## src/rtl/rv_writeback_nb_pkg.sv

```systemverilog
// Shared definitions for the non-blocking writeback stage: load width/sign codes,
// result source selects and the load-queue entry layout.
package rv_writeback_nb_pkg;

    localparam logic [2:0] LDST_B  = 3'b000;
    localparam logic [2:0] LDST_H  = 3'b001;
    localparam logic [2:0] LDST_L  = 3'b010;
    localparam logic [2:0] LDST_BU = 3'b100;
    localparam logic [2:0] LDST_HU = 3'b101;

    localparam logic [1:0] RD_SOURCE_ALU      = 2'b00;
    localparam logic [1:0] RD_SOURCE_SHIFTER  = 2'b01;
    localparam logic [1:0] RD_SOURCE_MULTIPLY = 2'b10;

    typedef struct packed {
        logic [4:0] rd;
        logic [2:0] fun;
        logic [1:0] off;
    } lq_entry_t;

endpackage

```

## src/rtl/rv_writeback_nb_load_queue.sv

```systemverilog
// In-order circular queue of outstanding loads; also publishes which rd registers
// still have a load in flight so decode can stall on them.
module rv_load_queue
    import rv_writeback_nb_pkg::*;
#(
    parameter int unsigned DEPTH = 4
) (
    input  logic                     clk_i,
    input  logic                     rst_i,
    input  logic                     i_push,
    input  lq_entry_t                i_push_entry,
    input  logic                     i_pop,
    output lq_entry_t                o_head,
    output logic                     o_full,
    output logic                     o_empty,
    output logic [$clog2(DEPTH):0]   o_count,
    output logic [31:0]              o_pending_mask
);

    localparam int unsigned PW = $clog2(DEPTH);
    localparam int unsigned CW = PW + 1;

    lq_entry_t         r_mem [DEPTH];
    logic [PW-1:0]     r_head;
    logic [PW-1:0]     r_tail;
    logic [CW-1:0]     r_count;
    logic [PW-1:0]     w_idx;
    logic [31:0]       w_mask;

    always_ff @(posedge clk_i or posedge rst_i) begin
        if (rst_i) begin
            r_head  <= '0;
            r_tail  <= '0;
            r_count <= '0;
        end else begin
            if (i_push) r_tail <= r_tail + PW'(1);
            if (i_pop)  r_head <= r_head + PW'(1);
            r_count <= r_count + CW'(i_push) - CW'(i_pop);
        end
    end

    // Payload storage needs no reset: only slots covered by r_count are ever read.
    always_ff @(posedge clk_i) begin
        if (i_push) r_mem[r_tail] <= i_push_entry;
    end

    always_comb begin
        w_mask = '0;
        w_idx  = r_head;
        for (int i = 0; i < int'(DEPTH); i++) begin
            w_idx = r_head + PW'(i);
            if (CW'(i) < r_count) w_mask[r_mem[w_idx].rd] = 1'b1;
        end
        w_mask[0] = 1'b0;
    end

    assign o_head         = r_mem[r_head];
    assign o_full         = (r_count == CW'(DEPTH));
    assign o_empty        = (r_count == '0);
    assign o_count        = r_count;
    assign o_pending_mask = w_mask;

endmodule

```

## src/rtl/rv_writeback_nb.sv

```systemverilog
// Non-blocking writeback: retires X results to the regfile, tracks outstanding
// loads/stores and writes returning load data in order with zero latency.
module rv_writeback_nb
    import rv_writeback_nb_pkg::*;
#(
    parameter int unsigned LQ_DEPTH = 4,
    parameter int unsigned ST_DEPTH = 2
) (
    input  logic                         clk_i,
    input  logic                         rst_i,
    input  logic                         w_stall_i,
    output logic                         w_stall_req_o,
    input  logic                         x_valid_i,
    input  logic [2:0]                   x_fun_i,
    input  logic                         x_load_i,
    input  logic                         x_store_i,
    input  logic [31:0]                  x_dm_addr_i,
    input  logic [4:0]                   x_rd_i,
    input  logic                         x_rd_write_i,
    input  logic [1:0]                   x_rd_source_i,
    input  logic [31:0]                  x_rd_value_i,
    input  logic [31:0]                  x_shifter_rd_value_i,
    input  logic [31:0]                  x_multiply_rd_value_i,
    input  logic [31:0]                  dm_data_l_i,
    input  logic                         dm_load_done_i,
    input  logic                         dm_store_done_i,
    output logic [4:0]                   rf_rd_o,
    output logic [31:0]                  rf_rd_value_o,
    output logic                         rf_rd_write_o,
    output logic [31:0]                  x_bypass_o,
    output logic [31:0]                  lq_pending_mask_o,
    output logic [$clog2(LQ_DEPTH):0]    lq_count_o,
    output logic [$clog2(ST_DEPTH):0]    st_count_o,
    output logic                         lsu_err_o
);

    localparam int unsigned ST_CW = $clog2(ST_DEPTH) + 1;

    logic [ST_CW-1:0] r_st_count;
    logic [31:0]      r_bypass;
    logic             r_lsu_err;

    lq_entry_t        w_head;
    lq_entry_t        w_push_entry;
    logic             w_lq_full;
    logic             w_lq_empty;
    logic [31:0]      w_mask;
    logic             w_lq_pop;
    logic             w_st_pop;
    logic             w_alu_wr;
    logic             w_retire;
    logic [31:0]      w_src_value;
    logic             w_unused_addr;

    function automatic logic [31:0] fmt_load(input logic [31:0] d, input logic [2:0] fun,
                                             input logic [1:0] off);
        logic [7:0]  b;
        logic [15:0] h;
        logic [31:0] res;
        b = d[{off, 3'b000} +: 8];
        h = off[1] ? d[31:16] : d[15:0];
        case (fun)
            LDST_B:  res = {{24{b[7]}}, b};
            LDST_BU: res = {24'h0, b};
            LDST_H:  res = {{16{h[15]}}, h};
            LDST_HU: res = {16'h0, h};
            LDST_L:  res = d;
            default: res = 32'h0;
        endcase
        return res;
    endfunction

    assign w_unused_addr = ^x_dm_addr_i[31:2];

    assign w_lq_pop = dm_load_done_i & ~w_lq_empty;
    assign w_st_pop = dm_store_done_i & (r_st_count != '0);
    assign w_alu_wr = ~x_load_i & ~x_store_i & x_rd_write_i;

    // Last term: regfile write port busy with a load return, or WAW against a pending load.
    assign w_stall_req_o = x_valid_i & (
          (x_load_i  & w_lq_full & ~dm_load_done_i)
        | (x_store_i & (r_st_count == ST_CW'(ST_DEPTH)) & ~dm_store_done_i)
        | (w_alu_wr  & (dm_load_done_i | w_mask[x_rd_i])));

    assign w_retire = x_valid_i & ~w_stall_i & ~w_stall_req_o;

    assign w_push_entry = '{rd: x_rd_i, fun: x_fun_i, off: x_dm_addr_i[1:0]};

    rv_load_queue #(
        .DEPTH (LQ_DEPTH)
    ) u_lq (
        .clk_i          (clk_i),
        .rst_i          (rst_i),
        .i_push         (w_retire & x_load_i),
        .i_push_entry   (w_push_entry),
        .i_pop          (w_lq_pop),
        .o_head         (w_head),
        .o_full         (w_lq_full),
        .o_empty        (w_lq_empty),
        .o_count        (lq_count_o),
        .o_pending_mask (w_mask)
    );

    always_comb begin
        case (x_rd_source_i)
            RD_SOURCE_SHIFTER:  w_src_value = x_shifter_rd_value_i;
            RD_SOURCE_MULTIPLY: w_src_value = x_multiply_rd_value_i;
            default:            w_src_value = x_rd_value_i;
        endcase
    end

    // Load returns own the write port and ignore w_stall_i; ALU results only on retire.
    always_comb begin
        rf_rd_o       = 5'd0;
        rf_rd_value_o = 32'h0;
        rf_rd_write_o = 1'b0;
        if (w_lq_pop) begin
            rf_rd_o       = w_head.rd;
            rf_rd_value_o = fmt_load(dm_data_l_i, w_head.fun, w_head.off);
            rf_rd_write_o = (w_head.rd != 5'd0);
        end else if (w_retire & w_alu_wr) begin
            rf_rd_o       = x_rd_i;
            rf_rd_value_o = w_src_value;
            rf_rd_write_o = (x_rd_i != 5'd0);
        end
    end

    always_ff @(posedge clk_i or posedge rst_i) begin
        if (rst_i) begin
            r_st_count <= '0;
            r_bypass   <= 32'h0;
            r_lsu_err  <= 1'b0;
        end else begin
            case ({w_retire & x_store_i, w_st_pop})
                2'b10:   r_st_count <= r_st_count + ST_CW'(1);
                2'b01:   r_st_count <= r_st_count - ST_CW'(1);
                default: r_st_count <= r_st_count;
            endcase
            if (rf_rd_write_o) r_bypass <= rf_rd_value_o;
            if ((dm_load_done_i & w_lq_empty) | (dm_store_done_i & (r_st_count == '0)))
                r_lsu_err <= 1'b1;
        end
    end

    assign x_bypass_o        = r_bypass;
    assign st_count_o        = r_st_count;
    assign lsu_err_o         = r_lsu_err;
    assign lq_pending_mask_o = w_mask;

endmodule

```

## config.mk

```make
export PLATFORM = sky130hd
export DESIGN_NAME = rv_writeback_nb
export DESIGN_NICKNAME = d
export VERILOG_FILES = /design/src/rtl/rv_writeback_nb_pkg.sv /design/src/rtl/rv_writeback_nb_load_queue.sv /design/src/rtl/rv_writeback_nb.sv
export SDC_FILE = /design/constraint.sdc
export NUM_CORES = 1
export LEC_CHECK = 0
export CORE_MARGIN = 1
export CORE_UTILIZATION = 39
export DETAILED_ROUTE_END_ITERATION = 16
export PLACE_DENSITY = 0.73
export SLEW_MARGIN = 20
export SYNTH_ARGS = -nofsm -noshare
export SYNTH_HDL_FRONTEND = slang
export SYNTH_SLANG_ARGS = --single-unit
```

## constraint.sdc

```tcl
create_clock -name clk_i -period 13.7 [get_ports clk_i]
set_input_delay 4.11 -clock clk_i [delete_from_list [all_inputs] [get_ports clk_i]]
set_output_delay 4.11 -clock clk_i [all_outputs]
set_load 0.01 [all_outputs]
```

==> out/results.txt, run 1 <==
status - completed
Async SR Flop Fraction - 0.5122
CTS H-Tree Depth - 3
Crit path arrival time - 8.10 ns
Initial Utilization - 0.4041
DR WL/cell - 24.16 microns
routed length on met1 - 13.12 mm
DRT iter0 DRCs - 789
Synth Area per Inst - 9.410 sq um
CTS tree - yes
GRT Total Usage - 0.3012
fin crit period - 12.21 ns
Synth Net Count - 973
clk buf depth - 2
fraction of layout cells with a size suffix above 1 - 0.1292
complex-gate fraction of the synthesized area - 0.2880
met3 routed WL - 2.502 mm
Post-CTS Hold Fix Bufs - 0
Adder-Cell Fraction of Synth Area - 0.02142
post-cts resize count - 0
area of the die - 19420 sq um
DRC - 0
initial antenna violation count - 5
width of the die - 139.4 microns
Final Hold Vio Count - 0
Max Used Layer - met5
RSZ-0062 raised after global routing - false
Power per Cell Area - 199.6 nW/um^2
fin crit share - 0.8912
root buffer cell - clkbuf_16
Slew Limit Fails - 0
Setup TNS - 0 ns
global route total overflow - 0
die span in y - 139.4 microns
detailed-route wire length - 29.86 mm
Clk Latency, worst-skew pair - 0.34 ns
Reg clk slew, reported paths - 0.07 ns
Achievable Freq - 81.90 MHz
clk_skew - 0.006841 ns
first-pass GRT wire length - 43.76 mm
Leak - 3.742 nW
slew margin rel. - 0.2574
post-route ant nets - 0
vias per cell - 6.270
# rows - 49
xor/xnor cell area share of the yosys netlist - 0.008332
DR vias - 7750
worst-path fanout max - 21
largest net degree at the start of global routing - 65
Top FF cell, synth - dfrtp_1
router iterations before antenna repair - 5
DP Wirelength - 23.34 mm
post-synthesis mux area share - 0.1289
YS warnings - 0
Final Setup Violations - 0
Final GP Congestion - 0.9555
total of max-cap violations - 0
fin nets - 1192
cts bufs inserted - 9
Synth Register Bits - 82
vias in the first global route - 7114
core area - 18210 sq um
Worst Setup End Kind - output pin
WP data required - 9.59 ns
sequential area share after synthesis - 0.3061
Worst-Margin Slew - 1.114 ns
Layout area overhead - 39.86%
worst hold margin - 0.5026 ns
wire length on met2 - 13.33 mm
Syn Inst Count - 782
simple-gate share of the synthesized area - 0.1814
Post-synth EDFFs - 40
peak supply drop - 0.0001047 V
worst hold path type - flip-flop to flip-flop
post-synth cell types - 86
Port Buffer Count - 256
Tot Pwr - 2.054 mW
Syn Std Cell Area - 7358 sq um
critical path startpoint category - input port
Clock Sinks - 82
num ports - 288
main combinational cell family by area after synthesis - compound AO/OA/AOI/OAI gates
Post-CTS Setup Bufs - 0
Crit Path Category - input port to output pin
## layout by cell type (no fill, tap or decap), drive strengths merged, types with 19 or more instances in the layout
cell and instances:
or2 27, inv 43, a22oi 45, o22ai 30
clkdlybuf4s50 256, mux2 19, a21oi 54, o21ai 46
mux4 26, dfrtp 42, a221oi 24, nand2 35
nor2 60, edfxtp 40
## critical path, stage by stage
cell	delay [ns]
clkdlybuf4s50_1	0.45
buf_4	0.22
inv_1	0.14
nor2_1	0.28
o2111a_1	0.24
a31o_2	0.14
o211ai_1	0.10
o2111a_1	0.26
or4b_1	0.95
buf_4	0.35
o21ai_0	0.25
clkdlybuf4s50_1	0.59
## logic make-up after synthesis
family,after synthesis
simple gates,238
xor+xnor,7
compound gates,289
buf+inv,98
mux,55
other cells,1
fa+ha+maj,12
flops,82
## final cells by class
type                            count  area [sq um]
Fill cell                        1664          7918
Multi-Input combinational cell    602          4637
Timing Repair Buffer              267          2645
Sequential cell                    82          2253
Tap cell                          229         286.5
Clock buffer                        9         225.2
Inverter                           39         146.4
Clock inverter                      7         95.09
Antenna cell                        1         2.502
## routing by layer
metal,track usage,vias up
met4,0.09298,8
met1,0.4269,3754
met3,0.07777,77
li1,-,3524
met2,0.4470,387
met5,0,-
## state kept, by name, summed over array words and instances, names as in the netlist
signal	flops
x_bypass_o	32
u_lq.r_mem	40
st_count_o	2
lsu_err_o	1
u_lq.r_head	2
u_lq.r_tail	2
u_lq.o_count	3
## Yosys cell counts, drive strengths merged (3+ instances only)
cell / number / area share
nor4b: 5 / 0.0077
nand3: 14 / 0.0095
or2: 27 / 0.023
nand3b: 3 / 0.0031
a222oi: 4 / 0.0054
or3: 5 / 0.0043
nor4: 3 / 0.0046
nand2: 35 / 0.018
o221ai: 10 / 0.013
a21oi: 54 / 0.037
a2bb2oi: 3 / 0.0036
mux2: 19 / 0.036
a32oi: 3 / 0.0036
nor4bb: 3 / 0.0041
dfrtp: 42 / 0.14
or4b: 3 / 0.0041
inv: 39 / 0.020
nor2: 60 / 0.031
clkbuf: 33 / 0.017
xnor2: 6 / 0.0071
a22o: 4 / 0.0048
o22ai: 30 / 0.026
o211ai: 11 / 0.011
a221oi: 24 / 0.042
mux4: 26 / 0.080
and2: 10 / 0.0085
nand4b: 3 / 0.0036
nor3b: 3 / 0.0031
mux2i: 10 / 0.014
o21ai: 46 / 0.031
o2111ai: 10 / 0.012
buf: 26 / 0.029
nor2b: 14 / 0.012
o21bai: 3 / 0.0031
nand4: 5 / 0.0043
a22oi: 45 / 0.047
o21a: 13 / 0.013
and3: 9 / 0.0077
edfxtp: 40 / 0.16
ha: 11 / 0.019
nand2b: 16 / 0.014
nor3: 11 / 0.0075
## power by group
| group | internal, mW | switching [mW] |
|---|---|---|
| sequential | 0.326 | 0.0754 |
| combinational | 0.633 | 0.763 |
| clock | 0.147 | 0.110 |
| total | 1.11 | 0.948 |
## through the flow
stage	instances	utilization	worst slack (ns)	instance area [sq um]
final	1236	0.5652	1.490	10290
after global routing	1235	0.5650	1.313	10290
after CTS	1235	0.5649	1.524	10290
after detailed placement	1219	0.5473	1.545	9966
after global placement	1219	0.5473	1.539	9966
after floorplan	782	-	3.354	7358
## final timing paths
check / start / end / slack (ns) / cells after the start
worst min-delay path: lsu_err_o / lsu_err_o / 0.50 / 1
worst min register to register: lsu_err_o / lsu_err_o / 0.50 / 1
worst max register to register: u_lq.o_count[2] / x_bypass_o[29] / 8.45 / 11
max in group asynchronous: rst_i / u_lq.r_head[0] / 8.73 / 2
worst max-delay path: x_rd_i[1] / rf_rd_value_o[22] / 1.49 / 12
min in group asynchronous: rst_i / x_bypass_o[28] / 4.29 / 2
Power figures use the tool's default switching activity.
==> run 2, diff against run 1 <==
- CTS_CLUSTER_SIZE: unset -> 30
==> results of run 2 <==
No change in the layout: final DEF, timing and power equal those of run 1.
